### src/rtl/adder_tree_pipe_pkg.sv
// rtl/adder_tree_pipe_pkg.sv - shared constants, helpers and sideband type for the adder tree
package adder_tree_pipe_pkg;

  // Width of one PE-array lane slice on the output bus.
  localparam int LANE_BITS = 16;

  // Lane count of the PE reduction path this block replaces.
  localparam int DEFAULT_NUM_IN = 16;

  // Ceiling log2 usable in constant expressions.
  function automatic int clog2(input int value);
    int r;
    r = 0;
    for (int i = 0; i < 31; i++) begin
      if ((1 << i) < value) r = i + 1;
    end
    return r;
  endfunction

  // Number of registered adder levels for the default lane count.
  localparam int TREE_DEPTH = clog2(DEFAULT_NUM_IN);

  // Lane offset of tree level `level` inside a flat vector holding all levels
  // back to back: level 0 has num_in lanes, level 1 num_in/2, and so on.
  function automatic int level_offset(input int num_in, input int level);
    return 2 * num_in - 2 * (num_in >> level);
  endfunction

  // Sideband that travels alongside each partial-sum level.
  typedef struct packed {
    logic valid;
    logic acc_mode;
    logic acc_last;
  } side_t;

endpackage

### src/rtl/adder_tree_pipe_if.sv
// rtl/adder_tree_pipe_if.sv - beat input and result output handshake bundle
interface adder_tree_pipe_if #(
  parameter int DATA_BITWIDTH = 16,
  parameter int NUM_IN        = 16
);

  logic                            in_valid;
  logic                            in_ready;
  logic [NUM_IN*DATA_BITWIDTH-1:0] in_data;
  logic [NUM_IN-1:0]               in_mask;
  logic                            acc_mode;
  logic                            acc_last;
  logic                            out_valid;
  logic                            out_ready;
  logic [DATA_BITWIDTH-1:0]        out_data;

  // Producer of beats and consumer of results.
  modport master (
    output in_valid, in_data, in_mask, acc_mode, acc_last, out_ready,
    input  in_ready, out_valid, out_data
  );

  // The adder tree itself.
  modport slave (
    input  in_valid, in_data, in_mask, acc_mode, acc_last, out_ready,
    output in_ready, out_valid, out_data
  );

endinterface

### src/rtl/adder_tree_stage.sv
// rtl/adder_tree_stage.sv - one registered level of pairwise adds with sideband
module adder_tree_stage
  import adder_tree_pipe_pkg::*;
#(
  parameter int DATA_BITWIDTH = LANE_BITS,
  parameter int LANES_IN      = 2
) (
  input  logic                                    clk,
  input  logic                                    rst_n,
  input  logic                                    en_i,
  input  side_t                                   side_i,
  input  logic [LANES_IN*DATA_BITWIDTH-1:0]       data_i,
  output side_t                                   side_o,
  output logic [(LANES_IN/2)*DATA_BITWIDTH-1:0]   data_o
);

  localparam int W        = DATA_BITWIDTH;
  localparam int LANES_OUT = LANES_IN / 2;

  logic [LANES_OUT*W-1:0] data_d;
  logic [LANES_OUT*W-1:0] data_q;
  side_t                  side_q;

  // Pairwise sums of neighbouring lanes, truncated to the lane width.
  always_comb begin
    data_d = '0;
    for (int i = 0; i < LANES_OUT; i++) begin
      data_d[i*W +: W] = data_i[(2*i)*W +: W] + data_i[(2*i+1)*W +: W];
    end
  end

  // Level register; bubbles load too so the whole level moves as one.
  always_ff @(posedge clk or negedge rst_n) begin
    if (!rst_n) begin
      data_q <= '0;
      side_q <= '0;
    end else if (en_i) begin
      data_q <= data_d;
      side_q <= side_i;
    end
  end

  assign data_o = data_q;
  assign side_o = side_q;

endmodule

### src/rtl/adder_tree_pipe.sv
// rtl/adder_tree_pipe.sv - pipelined masked adder tree with multi-beat accumulate
module adder_tree_pipe
  import adder_tree_pipe_pkg::*;
#(
  parameter int DATA_BITWIDTH = LANE_BITS,
  parameter int NUM_IN        = DEFAULT_NUM_IN
) (
  input  logic               clk,
  input  logic               rst_n,
  adder_tree_pipe_if.slave   bus_io
);

  localparam int W = DATA_BITWIDTH;
  localparam int D = clog2(NUM_IN);

  // All tree levels packed back to back: level 0 is the masked input,
  // level D is the single final sum.
  wire  [(2*NUM_IN-1)*W-1:0] tree_w;
  side_t                     side_w [D+1];

  logic [NUM_IN*W-1:0] lane0_w;
  logic                adv;
  logic [W-1:0]        tree_sum;
  side_t               side_fin;
  logic [W-1:0]        acc_sum;

  logic [W-1:0] acc_d, acc_q;
  logic [W-1:0] out_data_d, out_data_q;
  logic         out_valid_d, out_valid_q;

  // A held result stalls every register in the pipe, bubbles included.
  assign adv             = !out_valid_q || bus_io.out_ready;
  assign bus_io.in_ready = adv;

  // Masked lanes enter the tree as zero.
  always_comb begin
    lane0_w = '0;
    for (int i = 0; i < NUM_IN; i++) begin
      if (bus_io.in_mask[i]) lane0_w[i*W +: W] = bus_io.in_data[i*W +: W];
    end
  end

  assign tree_w[NUM_IN*W-1:0] = lane0_w;

  // Stage registers only load on adv, so in_valid alone marks an accepted beat.
  assign side_w[0] = '{valid: bus_io.in_valid,
                       acc_mode: bus_io.acc_mode,
                       acc_last: bus_io.acc_last};

  for (genvar k = 0; k < D; k++) begin : g_stage
    localparam int LIN = NUM_IN >> k;
    adder_tree_stage #(
      .DATA_BITWIDTH (W),
      .LANES_IN      (LIN)
    ) u_stage (
      .clk    (clk),
      .rst_n  (rst_n),
      .en_i   (adv),
      .side_i (side_w[k]),
      .data_i (tree_w[level_offset(NUM_IN, k)*W +: LIN*W]),
      .side_o (side_w[k+1]),
      .data_o (tree_w[level_offset(NUM_IN, k+1)*W +: (LIN/2)*W])
    );
  end

  assign tree_sum = tree_w[level_offset(NUM_IN, D)*W +: W];
  assign side_fin = side_w[D];
  assign acc_sum  = acc_q + tree_sum;

  // Output stage: plain beats bypass the accumulator, group beats fold into it
  // and the closing beat emits the group total and clears it.
  always_comb begin
    acc_d       = acc_q;
    out_data_d  = out_data_q;
    out_valid_d = out_valid_q;
    if (adv) begin
      out_valid_d = 1'b0;
      if (side_fin.valid) begin
        if (!side_fin.acc_mode) begin
          out_data_d  = tree_sum;
          out_valid_d = 1'b1;
        end else if (!side_fin.acc_last) begin
          acc_d = acc_sum;
        end else begin
          out_data_d  = acc_sum;
          acc_d       = '0;
          out_valid_d = 1'b1;
        end
      end
    end
  end

  // Accumulator and result registers; reset discards any open group.
  always_ff @(posedge clk or negedge rst_n) begin
    if (!rst_n) begin
      acc_q       <= '0;
      out_data_q  <= '0;
      out_valid_q <= 1'b0;
    end else begin
      acc_q       <= acc_d;
      out_data_q  <= out_data_d;
      out_valid_q <= out_valid_d;
    end
  end

  assign bus_io.out_valid = out_valid_q;
  assign bus_io.out_data  = out_data_q;

endmodule

### src/flat_wrapper.sv
// flat-port wrapper written by rule: the top's interface ports become plain ports
module adder_tree_pipe_flat import adder_tree_pipe_pkg::*;
#(
  parameter int DATA_BITWIDTH = LANE_BITS,
  parameter int NUM_IN        = DEFAULT_NUM_IN
)
  (clk, rst_n, bus_io_in_valid, bus_io_in_data, bus_io_in_mask, bus_io_acc_mode, bus_io_acc_last, bus_io_out_ready, bus_io_in_ready, bus_io_out_valid, bus_io_out_data);
  adder_tree_pipe_if #(.DATA_BITWIDTH(DATA_BITWIDTH), .NUM_IN(NUM_IN)) bus_io_i ();
  input  logic clk;
  input  logic rst_n;
  input wire logic [$bits(bus_io_i.in_valid)-1:0] bus_io_in_valid;
  input wire logic [$bits(bus_io_i.in_data)-1:0] bus_io_in_data;
  input wire logic [$bits(bus_io_i.in_mask)-1:0] bus_io_in_mask;
  input wire logic [$bits(bus_io_i.acc_mode)-1:0] bus_io_acc_mode;
  input wire logic [$bits(bus_io_i.acc_last)-1:0] bus_io_acc_last;
  input wire logic [$bits(bus_io_i.out_ready)-1:0] bus_io_out_ready;
  output wire logic [$bits(bus_io_i.in_ready)-1:0] bus_io_in_ready;
  output wire logic [$bits(bus_io_i.out_valid)-1:0] bus_io_out_valid;
  output wire logic [$bits(bus_io_i.out_data)-1:0] bus_io_out_data;
  assign bus_io_i.in_valid = bus_io_in_valid;
  assign bus_io_i.in_data = bus_io_in_data;
  assign bus_io_i.in_mask = bus_io_in_mask;
  assign bus_io_i.acc_mode = bus_io_acc_mode;
  assign bus_io_i.acc_last = bus_io_acc_last;
  assign bus_io_i.out_ready = bus_io_out_ready;
  assign bus_io_in_ready = bus_io_i.in_ready;
  assign bus_io_out_valid = bus_io_i.out_valid;
  assign bus_io_out_data = bus_io_i.out_data;
  adder_tree_pipe #(.DATA_BITWIDTH(DATA_BITWIDTH), .NUM_IN(NUM_IN)) u_core (.clk(clk), .rst_n(rst_n), .bus_io(bus_io_i));
endmodule
### config.mk
export PLATFORM = sky130hd
export DESIGN_NAME = adder_tree_pipe_flat
export DESIGN_NICKNAME = d
export VERILOG_FILES = /design/src/rtl/adder_tree_pipe_pkg.sv /design/src/rtl/adder_tree_pipe_if.sv /design/src/rtl/adder_tree_stage.sv /design/src/rtl/adder_tree_pipe.sv /design/src/flat_wrapper.sv
export SDC_FILE = /design/constraint.sdc
export NUM_CORES = 1
export LEC_CHECK = 0
export BUFFER_PORTS_ARGS = -buffer_cell sky130_fd_sc_hd__buf_2
export CORE_UTILIZATION = 51
export DETAILED_ROUTE_END_ITERATION = 7
export HOLD_SLACK_MARGIN = 0.06
export PLACE_DENSITY = 0.71
export REMOVE_ABC_BUFFERS = 1
export SETUP_SLACK_MARGIN = 0.1
export SLEW_MARGIN = 20
export SYNTH_ARGS = -nofsm -noshare
export SYNTH_HDL_FRONTEND = slang
export SYNTH_SLANG_ARGS = --single-unit
### constraint.sdc
create_clock -name clk -period 7.1 [get_ports clk]
set_input_delay 0.355 -clock clk [delete_from_list [all_inputs] [get_ports clk]]
set_output_delay 0.355 -clock clk [all_outputs]
set_load 0.1 [all_outputs]
==> metrics.md, run 1 <==
| Metric | Value |
|---|---|
| Outcome | `finished, final reports clean` |
| TritonCTS clock tree | `done` |
| Final Hold Fails | `0` |
| Hold_ws | `0.296 ns` |
| Leak | `12.3 nW` |
| Global-route usage over all layers | `23.4%` |
| Sw Share | `44.0%` |
| Crit path buffers/inverters | `0` |
| Syn Area/Cell | `8.56 µm²` |
| Drt drc | `0` |
| F_max | `315 MHz` |
| Sequential area share after synthesis | `32.2%` |
| Final setup vio count | `0` |
| Synth Flop Type | `dfrtp_1` |
| Vias after detailed routing | `18800` |
| VDD IR-drop max | `294 µV` |
| Tmin final | `3.17 ns` |
| Slowest cell on the critical path | `a2111oi_0` |
| Slew at the pin closest to its max-slew limit | `1.07 ns` |
| Hold path startpoint | `bus_io_in_data[224]` |
| Cell taking the most area after synthesis | `dfrtp_1` |
| First-pass GRT wire length | `86.9 mm` |
| Final Max Tran Viols | `0` |
| Clock Sinks | `285` |
| Clk_lat worst skew | `0.51 ns` |
| Cells after Synth | `2589` |
| Initial antenna violation count | `0` |
| Reported net switching power | `4.61 mW` |
| Post-CTS Setup Inserts | `0` |
| Number of CTS-inserted buffers | `34` |
| Power Total | `10.5 mW` |
| Final nets | `3380` |
| Place WS | `3.77 ns` |
| CP Data Arrival Time | `3.52 ns` |
| Cell variety after synth | `77` |
| Routed WL | `51.8 mm` |
| Top post-synthesis cells by count | `nand2_1, dfrtp_1, and2_1` |
| RSZ-0062 raised after global routing | `false` |
| Ranking of synthesized cells by area | `dfrtp_1, ha_1, and2_1` |
| Synth Register Bits | `285` |
| TNS Setup | `0 ns` |
| Antenna cell count | `0` |
| P per Cell Area | `414 mW/mm²` |
| Sequential power share | `28.1%` |
| Placer congestion estimate | `0.920` |
| Vias in the first global route | `18300` |
| YS warnings | `0` |
| Syn-to-layout area delta | `14.3%` |
| Maximum clock insertion buffer count | `3` |
| CTS clk-pin slew, worst paths | `0.06 ns` |
| Die W | `210 µm` |
| Final setup skew | `0.00817 ns` |
| Reg2Reg Depth | `10` |
| Most numerous cell in the Yosys netlist | `nand2_1` |
| CP Max Fanout | `3` |
| Root buffer cell | `clkbuf_16` |
| Required time of the critical path | `7.44 ns` |
| Critical Path Stages | `10` |
| Area share of the largest cell type after synthesis | `32.2%` |
| Slack of the worst reg-to-reg path | `3.93 ns` |
| Wire length per cell | `15.0 µm` |
| Crit path kind | `flip-flop to flip-flop` |
| Kind of cell adding the most delay to the critical path | `compound AO/OA/AOI/OAI gates` |
| Internal power | `5.87 mW` |
| ANT nets after route | `0` |
| Fraction of registers with async set/reset | `100%` |
| Share of layout cells above drive strength 1 | `13.3%` |
| Post-synth EDFFs | `0` |
| H-tree lvl count | `2` |
| Hold EP | `u_core.g_stage[0].u_stage.data_o[112]` |
| Hold path cells | `5` |
| Comb power frac | `54.9%` |
| Worst Hold Class | `input port to flip-flop` |
| Detailed Route Iter0 Violations | `964` |
| Clk network pwr share | `17.0%` |
| Crit-path max cell delay | `0.85 ns` |
| Worst Setup Start Kind | `flip-flop` |
| Max Cap Violations | `0` |
| Largest net degree at the start of global routing | `244` |
| Via/cell ratio | `5.44` |
| CP Cell Sequence | `ha_1 -> fa_1 -> a21o_1 -> a21o_1 -> a2111oi_0 -> o31a_1 -> a21oi_1 -> a21oi_1 -> xor2_1 -> o21ai_0` |
| DPL Wire Length | `39.4 mm` |
| DP Area | `0.0241 mm²` |
| CTS resizes | `0` |
| Post-route clock period utilization | `44.7%` |
| Crit end category | `flip-flop` |
| # rows | `76` |
| Global route overflow | `0` |
| Post-route cell area | `0.0253 mm²` |
| Count of input and output buffers | `295` |
| Placeable core area | `0.0430 mm²` |
| IO Count | `296` |
| Initial Utilization | `51.6%` |
| # fillers | `3957` |
| Die Y | `210 µm` |
| Die ar. | `0.0443 mm²` |
| DR pass1 iterations | `5` |
| Synth Cell Area | `0.0222 mm²` |
| Worst r2r src | `u_core.g_stage[0].u_stage.data_o[32]` |
| Rel. slew slack | `28.4%` |
| Worst r2r dst | `u_core.g_stage[1].u_stage.data_o[30]` |
| Final WS setup | `3.93 ns` |
sequential cells by signal, summed over array words and instances (netlist names):
register / cells
u_core.bus_io.out_valid: 1
u_core.g_stage.u_stage.side_o: 12
u_core.bus_io.out_data: 16
u_core.g_stage.u_stage.data_o: 240
u_core.acc_q: 16
worst reg2reg max path, cell delays in order (launching register included):
cell	delay, ns
dfrtp_1	0.38
ha_1	0.23
fa_1	0.42
a21o_1	0.20
a21o_1	0.20
a2111oi_0	0.85
o31a_1	0.22
a21oi_1	0.07
a21oi_1	0.17
xor2_1	0.16
o21ai_0	0.10
worst max path at each step:
stage | slack [ns] | to | startpoint
3_5_place_dp | 3.77 | u_core.g_stage[0].u_stage.data_o[30] | bus_io_in_mask[3]
5_1_grt | 3.70 | u_core.bus_io.out_data[15] | u_core.bus_io.out_valid
6_report | 3.93 | u_core.g_stage[1].u_stage.data_o[30] | u_core.g_stage[0].u_stage.data_o[32]
2_1_floorplan | -11.83 | u_core.bus_io.out_data[15] | u_core.bus_io.out_valid
4_1_cts | 3.97 | u_core.g_stage[1].u_stage.data_o[30] | u_core.g_stage[0].u_stage.data_o[32]
3_3_place_gp | 3.81 | u_core.g_stage[0].u_stage.data_o[30] | bus_io_in_mask[3]
through the flow:
step,cells,util [%]
after floorplan,2504,-
after global placement,3391,56.1
after detailed placement,3391,56.1
after CTS,3457,58.9
after global routing,3457,58.9
final,3457,58.9
power by group through the flow:
stage / Combinational [mW] / Sequential, mW / Clock (mW)
after floorplan: 4.31 / 3.10 / 0
after global placement: 5.59 / 2.95 / 0
after detailed placement: 5.73 / 2.96 / 0
after CTS: 5.78 / 2.95 / 1.83
after global routing: 6.50 / 3.03 / 1.89
final: 5.76 / 2.95 / 1.78
kinds of logic after synthesis:
kind of cell / after synthesis / share of synthesized area (%)
fa+ha+maj: 256 / 15.0
xor+xnor: 213 / 8.42
compound gates: 762 / 21.0
simple gates: 939 / 20.5
buf+inv: 118 / 2.12
flops: 285 / 32.2
mux: 16 / 0.728
cells in the final DEF (no fill, tap or decap), types with 30 or more instances in the layout:
cell type	netlist	final
nand2_1	352	352
buf_2	0	294
dfrtp_1	285	285
and2_1	242	242
ha_1	240	240
o21ai_0	234	234
a21oi_1	221	221
nor2_1	178	178
xnor2_1	107	107
xor2_1	106	106
a21o_1	90	90
nand2b_1	37	37
clkbuf_16	0	37
o21a_1	33	33
inv_1	32	32
a211oi_1	30	30
routing by layer:
metal  up-vias  global-route usage, %  share of wire, %
met5         -                      0                 0
met4         0                   4.02               1.3
met3        48                   2.31               3.1
met2       311                   38.3                45
met1      8829                   33.9                50
li1       9611                      -                 -
layout make-up:
type | count | area (µm²) | area share (%)
clock buffer | 54 | 1070 | 4.22
inverter | 33 | 129 | 0.509
clock inverter | 8 | 96.3 | 0.380
timing repair buffer | 306 | 1600 | 6.33
multi-input combinational | 2186 | 14600 | 57.5
tap | 585 | 732 | 2.89
sequential | 285 | 7130 | 28.2
repair_timing:
action / in CTS / in global routing
endpoints found under the setup margin: 0 / 0
hold buffers: 4 / 0
endpoints found under the hold margin: 99 / 0
Power figures use the tool's default switching activity.
==> run 2: changes to the inputs <==
--- a/config.mk
+++ b/config.mk
@@ -5,11 +5,12 @@
 export SDC_FILE = /design/constraint.sdc
 export NUM_CORES = 1
 export LEC_CHECK = 0
+export ABC_AREA = 1
 export BUFFER_PORTS_ARGS = -buffer_cell sky130_fd_sc_hd__buf_2
 export CORE_UTILIZATION = 51
 export DETAILED_ROUTE_END_ITERATION = 7
 export HOLD_SLACK_MARGIN = 0.06
-export PLACE_DENSITY = 0.71
+export PLACE_DENSITY = 0.7
 export REMOVE_ABC_BUFFERS = 1
 export SETUP_SLACK_MARGIN = 0.1
 export SLEW_MARGIN = 20
==> constraint.sdc (replaced) <==
create_clock -name clk -period 3.2 [get_ports clk]
set_input_delay 0.16 -clock clk [delete_from_list [all_inputs] [get_ports clk]]
set_output_delay 0.16 -clock clk [all_outputs]
set_load 0.1 [all_outputs]
==> metrics.md, run 2 <==
| Metric | Value |
|---|---|
| Clk network pwr share | `16.9% (was 17.0%)` |
| Reg2Reg Depth | `9 (was 10)` |
| Share of layout cells above drive strength 1 | `9.24% (was 13.3%)` |
| Via/cell ratio | `4.98 (was 5.44)` |
| Wire length per cell | `12.5 µm (was 15.0 µm)` |
| TritonCTS clock tree | `done (unchanged)` |
| Global route overflow | `0 (unchanged)` |
| Outcome | `finished, final reports clean (unchanged)` |
| Internal power | `12.8 mW (was 5.87 mW)` |
| Vias after detailed routing | `23700 (was 18800)` |
| DP Cell Count | `4696 (was 3391)` |
| YS warnings | `0 (unchanged)` |
| Area share of the largest cell type after synthesis | `28.6% (was 32.2%)` |
| Most numerous cell in the Yosys netlist | `nand2_1 (unchanged)` |
| Most frequent cells in the layout | `nand2_1, inv_1, buf_2 (was nand2_1, buf_2, dfrtp_1)` |
| CTS clk-pin slew, worst paths | `0.06 ns (about the same)` |
| Hold_ws | `0.0906 ns (was 0.296 ns)` |
| Routed WL | `59.5 mm (was 51.8 mm)` |
| Global-route usage over all layers | `24.2% (was 23.4%)` |
| Drt drc | `0 (unchanged)` |
| # rows | `80 (was 76)` |
| RSZ-0062 raised after global routing | `false (unchanged)` |
| Max Cap Violations | `0 (unchanged)` |
| Crit path kind | `flip-flop to output pin (was flip-flop to flip-flop)` |
| Final Hold Fails | `0 (unchanged)` |
| CTS resizes | `0 (unchanged)` |
| DR pass1 iterations | `5 (unchanged)` |
| Placer congestion estimate | `0.919 (was 0.920)` |
| IO Count | `296 (unchanged)` |
| Clock Sinks | `285 (unchanged)` |
| Sequential area share after synthesis | `28.6% (was 32.2%)` |
| CP Data Arrival Time | `1.97 ns (was 3.52 ns)` |
| Initial antenna violation count | `0 (unchanged)` |
| Maximum clock insertion buffer count | `3 (unchanged)` |
| Leak | `16.9 nW (was 12.3 nW)` |
| Rel. slew slack | `44.3% (was 28.4%)` |
| Sw Share | `47.5% (was 44.0%)` |
| Cells after Synth | `3867 (was 2589)` |
| Syn Area/Cell | `6.45 µm² (was 8.56 µm²)` |
| Cell variety after synth | `30 (was 77)` |
| Die W | `223 µm (was 210 µm)` |
| H-tree lvl count | `2 (unchanged)` |
| Max reg flops | `240 (unchanged)` |
| Top post-synthesis cells by count | `nand2_1, inv_1, dfrtp_1 (was nand2_1, dfrtp_1, and2_1)` |
| Reported net switching power | `11.6 mW (was 4.61 mW)` |
| Number of CTS-inserted buffers | `34 (unchanged)` |
| CP Max Fanout | `41 (was 3)` |
| Hold Buf Count CTS | `14 (was 4)` |
| First-pass GRT wire length | `102 mm (was 86.9 mm)` |
| Final setup skew | `0.00934 ns (was 0.00817 ns)` |
| Final Max Tran Viols | `0 (unchanged)` |
| Hold path cells | `6 (was 5)` |
| ANT nets after route | `0 (unchanged)` |
| Sequential power share | `26.1% (was 28.1%)` |
| Worst Setup Start Kind | `flip-flop (unchanged)` |
| DPL Wire Length | `46.7 mm (was 39.4 mm)` |
| Final setup vio count | `0 (unchanged)` |
| Ranking of synthesized cells by area | `dfrtp_1, nand2_1, ha_1 (was dfrtp_1, ha_1, and2_1)` |
| Count of input and output buffers | `295 (unchanged)` |
| Non-filler instance count after layout | `4771 (was 3457)` |
| Synth Register Bits | `285 (unchanged)` |
| Syn-to-layout area delta | `13.2% (was 14.3%)` |
| Synth Cell Area | `0.0249 mm² (was 0.0222 mm²)` |
| P per Cell Area | `863 mW/mm² (was 414 mW/mm²)` |
| Die ar. | `0.0498 mm² (was 0.0443 mm²)` |
| Crit end category | `output pin (was flip-flop)` |
| Worst Hold Class | `input port to flip-flop (unchanged)` |
| Commonest non-fill, non-tap cell in the layout | `nand2_1 (unchanged)` |
| Fraction of registers with async set/reset | `100% (unchanged)` |
| Slew at the pin closest to its max-slew limit | `0.836 ns (was 1.07 ns)` |
| Clk_lat worst skew | `0.53 ns (was 0.51 ns)` |
| Vias in the first global route | `21900 (was 18300)` |
| Post-route clock period utilization | `66.4%` |
| Cell taking the most area after synthesis | `dfrtp_1 (unchanged)` |
| VDD IR-drop max | `397 µV (was 294 µV)` |
| Tmin final | `2.13 ns` |
| Initial Utilization | `52.0% (was 51.6%)` |
| Final nets | `4665 (was 3380)` |
| Root buffer cell | `clkbuf_16 (unchanged)` |
| Largest net degree at the start of global routing | `165 (was 244)` |
| Post-synth EDFFs | `0 (unchanged)` |
| F_max | `471 MHz` |
| Synth Flop Type | `dfrtp_1 (unchanged)` |
| Die Y | `223 µm (was 210 µm)` |
| Detailed Route Iter0 Violations | `1289 (was 964)` |
| Required time of the critical path | `3.04 ns (was 7.44 ns)` |
| Placeable core area | `0.0479 mm² (was 0.0430 mm²)` |
| Post-CTS Setup Inserts | `0 (unchanged)` |
| Comb power frac | `57.0% (was 54.9%)` |
-- run 2: cell count changes after synthesis, sizes merged, moves of 47 or more --
cell	before	now
inv	33	523
and2	243	16
nand3b	3	53
a21o	91	9
xor2	106	9
nand2	352	1570
nand3	19	266
buf	3	50
-- run 2: area by class of cell --
type / count / area, µm²
inverters: 523 / 1970
repair buffers: 323 / 1790
clock buffers: 44 / 982
diodes: 1 / 2.50
fillers: 4745 / 19700
clock inverters: 16 / 214
well taps: 615 / 769
multi-input cells: 2964 / 15400
flip-flops and latches: 285 / 7130
-- run 2: through the flow --
step	util [%]	cell area (µm²)	setup WS (ns)	power [mW]	TNS, ns
final	58.9	28300	1.07	24.4	0
after global placement	56.1	26900	1.21	20.1	0
after global routing	58.9	28200	0.972	26.8	0
after detailed placement	56.1	26900	1.16	20.2	0
after floorplan	-	24500	-5.76	16.8	-1019.50
after CTS	58.9	28200	1.03	24.5	0
-- run 2: cells by family (layout without fill, tap and decap cells) --
| group | after synthesis | in the layout | synth area share [%] |
|---|---|---|---|
| AND/OR/NAND/NOR | 2138 | 2138 | 34.8 |
| buffers and inverters | 618 | 906 | 9.73 |
| AO/OA/AOI/OAI | 459 | 459 | 9.66 |
| flip-flops | 285 | 285 | 28.6 |
| adder cells (fa/ha/maj) | 256 | 256 | 13.3 |
| XOR/XNOR | 111 | 111 | 3.90 |
| other | 0 | 1 | 0 |
-- run 2: critical path, cell delays in order, from the launching register on --
cell	delay, ns
dfrtp_1	0.37
inv_1	0.09
nor2_4	0.09
inv_4	0.34
buf_2	0.52
-- run 2: power by group through the flow --
| stage | combinational (mW) | sequential (mW) | clock, mW |
|---|---|---|---|
| 2_1_floorplan | 10.1 | 6.76 | 0 |
| 3_3_place_gp | 13.7 | 6.40 | 0 |
| 3_5_place_dp | 13.8 | 6.42 | 0 |
| 4_1_cts | 13.9 | 6.38 | 4.21 |
| 5_1_grt | 16.0 | 6.54 | 4.34 |
| 6_report | 13.9 | 6.37 | 4.11 |
-- run 2: path summary, 6_finish.rpt --
check / endpoint / start / slack, ns
min in group asynchronous: u_core.bus_io.out_data[11] / rst_n / 0.29
hold reg to reg: u_core.bus_io.out_data[9] / u_core.bus_io.out_data[9] / 0.47
max in group asynchronous: u_core.g_stage[0].u_stage.data_o[28] / rst_n / 2.09
setup / recovery: bus_io_in_ready / u_core.bus_io.out_valid / 1.07
hold / removal: u_core.g_stage[0].u_stage.data_o[96] / bus_io_in_data[208] / 0.09
setup reg to reg: u_core.bus_io.out_data[6] / u_core.bus_io.out_valid / 1.20
-- run 2: metal layers --
metal	track usage (%)	up-vias	share of wire [%]	wire (µm)
met1	33.8	10600	50	29900
met5	0	-	0	0
li1	-	12700	-	-
met3	2.07	53	3.0	1800
met2	40.6	369	45	26900
met4	5.16	0	1.5	868
==> run 3: changes to the inputs <==
==> constraint.sdc (replaced) <==
create_clock -name clk -period 2.1 [get_ports clk]
set_input_delay 0.105 -clock clk [delete_from_list [all_inputs] [get_ports clk]]
set_output_delay 0.105 -clock clk [all_outputs]
set_load 0.1 [all_outputs]
==> metrics.md, run 3 (synthesis results as in run 2) <==
| Metric | Value |
|---|---|
| Slew at the pin closest to its max-slew limit | `0.682 ns (was 0.836 ns)` |
| Die W | `223 µm (unchanged)` |
| DR pass1 iterations | `5 (unchanged)` |
| Share of layout cells above drive strength 1 | `10.0% (was 9.24%)` |
| Final nets | `4706 (was 4665)` |
| Number of CTS-inserted buffers | `34 (unchanged)` |
| VDD IR-drop max | `646 µV (was 397 µV)` |
| Die ar. | `0.0498 mm² (unchanged)` |
| CP Data Arrival Time | `2.27 ns (was 1.97 ns)` |
| Final Hold Fails | `0 (unchanged)` |
| Placeable core area | `0.0479 mm² (unchanged)` |
| TritonCTS clock tree | `done (unchanged)` |
| Count of input and output buffers | `295 (unchanged)` |
| Root buffer cell | `clkbuf_16 (unchanged)` |
| Required time of the critical path | `2.52 ns (was 3.04 ns)` |
| Rel. slew slack | `54.5% (was 44.3%)` |
| First-pass GRT wire length | `104 mm (was 102 mm)` |
| Worst r2r dst | `u_core.g_stage[1].u_stage.data_o[14] (was u_core.bus_io.out_data[6])` |
| Placer congestion estimate | `0.914 (was 0.919)` |
| Final setup vio count | `0 (unchanged)` |
| # fillers | `4774 (was 4745)` |
| Syn-to-layout area delta | `14.6% (was 13.2%)` |
| Via/cell ratio | `4.99 (was 4.98)` |
| Final Max Tran Viols | `0 (unchanged)` |
| DPL Wire Length | `48.3 mm (was 46.7 mm)` |
| Post-CTS Setup Inserts | `0 (unchanged)` |
| Most frequent cells in the layout | `nand2_1, inv_1, buf_2 (unchanged)` |
| Global route overflow | `0 (unchanged)` |
| Hold path startpoint | `bus_io_in_data[145] (was bus_io_in_data[208])` |
| ANT nets after route | `0 (unchanged)` |
| Crit-path max cell delay | `0.40 ns (was 0.52 ns)` |
| Antenna cell count | `0 (was 1)` |
| Post-route cell area | `0.0286 mm² (was 0.0283 mm²)` |
| Initial antenna violation count | `0 (unchanged)` |
| H-tree lvl count | `2 (unchanged)` |
| Wire length per cell | `12.7 µm (was 12.5 µm)` |
| Max reg flops | `240 (unchanged)` |
| CTS clk-pin slew, worst paths | `0.06 ns (about the same)` |
| Worst Hold Class | `input port to flip-flop (unchanged)` |
| Leak | `17.0 nW (was 16.9 nW)` |
| Hold_ws | `0.0717 ns (was 0.0906 ns)` |
| Post-route clock period utilization | `88.3%` |
| Routed WL | `60.8 mm (was 59.5 mm)` |
| Tmin final | `1.85 ns` |
| Crit end category | `flip-flop (was output pin)` |
| # rows | `80 (unchanged)` |
| Outcome | `finished, final reports clean (unchanged)` |
| Slowest cell on the critical path | `dfrtp_1 (was buf_2)` |
| CP Cell Sequence | `ha_1 -> fa_2 -> nand3_1 -> nand2_1 -> nand3_1 -> nand2_1 -> nand2_1 -> nand3_1 -> nand3_1 -> nand2_1 (was inv_1 -> nor2_4 -> inv_4 -> buf_2)` |
| DP Area | `0.0272 mm² (was 0.0269 mm²)` |
| Global-route usage over all layers | `24.8% (was 24.2%)` |
| Slack of the worst reg-to-reg path | `0.25 ns (was 1.20 ns)` |
| CP Max Fanout | `3 (was 41)` |
| Crit path kind | `flip-flop to flip-flop (was flip-flop to output pin)` |
| Drt drc | `0 (unchanged)` |
| IO Count | `296 (unchanged)` |
| Maximum clock insertion buffer count | `3 (unchanged)` |
| Reg2Reg Depth | `10 (was 9)` |
| Initial Utilization | `52.0% (unchanged)` |
| Commonest non-fill, non-tap cell in the layout | `nand2_1 (unchanged)` |
| Clock Sinks | `285 (unchanged)` |
| Vias in the first global route | `22400 (was 21900)` |
| P per Cell Area | `1290 mW/mm² (was 863 mW/mm²)` |
| Fin util | `59.6% (was 58.9%)` |
| Final setup skew | `0.0301 ns (was 0.00934 ns)` |
| Worst r2r src | `u_core.g_stage[0].u_stage.data_o[0] (was u_core.bus_io.out_valid)` |
| Clk_lat worst skew | `0.53 ns (about the same)` |
| Hold EP | `u_core.g_stage[0].u_stage.data_o[65] (was u_core.g_stage[0].u_stage.data_o[96])` |
| Non-filler instance count after layout | `4805 (was 4771)` |
| RSZ-0062 raised after global routing | `true (was false)` |
| Max Cap Violations | `0 (unchanged)` |
| Die Y | `223 µm (unchanged)` |
| DP Cell Count | `4724 (was 4696)` |
| Detailed Route Iter0 Violations | `1503 (was 1289)` |
| Largest net degree at the start of global routing | `134 (was 165)` |
| F_max | `539 MHz` |
| Hold path cells | `6 (unchanged)` |
| Worst Setup Start Kind | `flip-flop (unchanged)` |
| Vias after detailed routing | `24000 (was 23700)` |
==> run 3: worst max path at each step <==
stage | start | cells after the start | slack (ns) | endpoint
4_1_cts | u_core.bus_io.out_valid | 5 | 0.13 | bus_io_in_ready
3_3_place_gp | u_core.g_stage[3].u_stage.data_o[0] | 12 | 0.17 | u_core.bus_io.out_data[12]
2_1_floorplan | u_core.bus_io.out_valid | 8 | -6.86 | u_core.bus_io.out_data[5]
3_5_place_dp | u_core.g_stage[3].u_stage.data_o[0] | 9 | 0.13 | u_core.bus_io.out_data[6]
5_1_grt | u_core.g_stage[3].u_stage.data_o[2] | 10 | 0.09 | u_core.bus_io.out_data[11]
6_report | u_core.g_stage[0].u_stage.data_o[0] | 10 | 0.25 | u_core.g_stage[1].u_stage.data_o[14]
==> run 3: cell type report <==
type | instances | area (µm²) | area share, %
well taps | 615 | 769 | 2.69
inverters | 523 | 1970 | 6.89
multi-input cells | 2964 | 15400 | 54.0
clock buffers | 45 | 953 | 3.34
clock inverters | 9 | 101 | 0.355
flip-flops and latches | 285 | 7130 | 25.0
repair buffers | 364 | 2210 | 7.74
==> run 3: power breakdown <==
| group | total (mW) | internal [mW] | leakage (nW) | switching (mW) |
|---|---|---|---|---|
| registers | 9.78 | 7.93 | 3.45 | 1.85 |
| logic | 21.4 | 7.85 | 13.0 | 13.6 |
| clock network | 5.67 | 3.41 | 0.520 | 2.26 |
| total | 36.9 | 19.2 | 17.0 | 17.7 |
==> run 3: through the flow <==
step                      power (mW)  worst slack, ns   TNS, ns
after floorplan                 25.7            -6.86  -1334.04
after global placement          30.7            0.171         0
after detailed placement        31.0            0.128         0
after CTS                       37.0            0.125         0
after global routing            40.6           0.0894         0
final                           36.9            0.245         0
==> run 3: layer usage <==
metal  part of all wire (%)  vias up  GRT usage [%]
met5                      0        -              0
met4                    2.1        0           6.50
met3                    3.2       79           1.91
met2                     45      431           41.3
met1                     49    10700           34.5
li1                       -    12800              -
==> run 3: critical path: cells and delay by family (launching register included) <==
kind	cells	cell delay (ns)
simple gates	8	0.73
flops	1	0.40
fa+ha+maj	2	0.62
==> run 3: timing repair <==
action,4_1_cts,5_1_grt
setup endpoints to repair,0,31
hold buffers,27,0
hold endpoints to repair,302,0
resized for setup,0,19
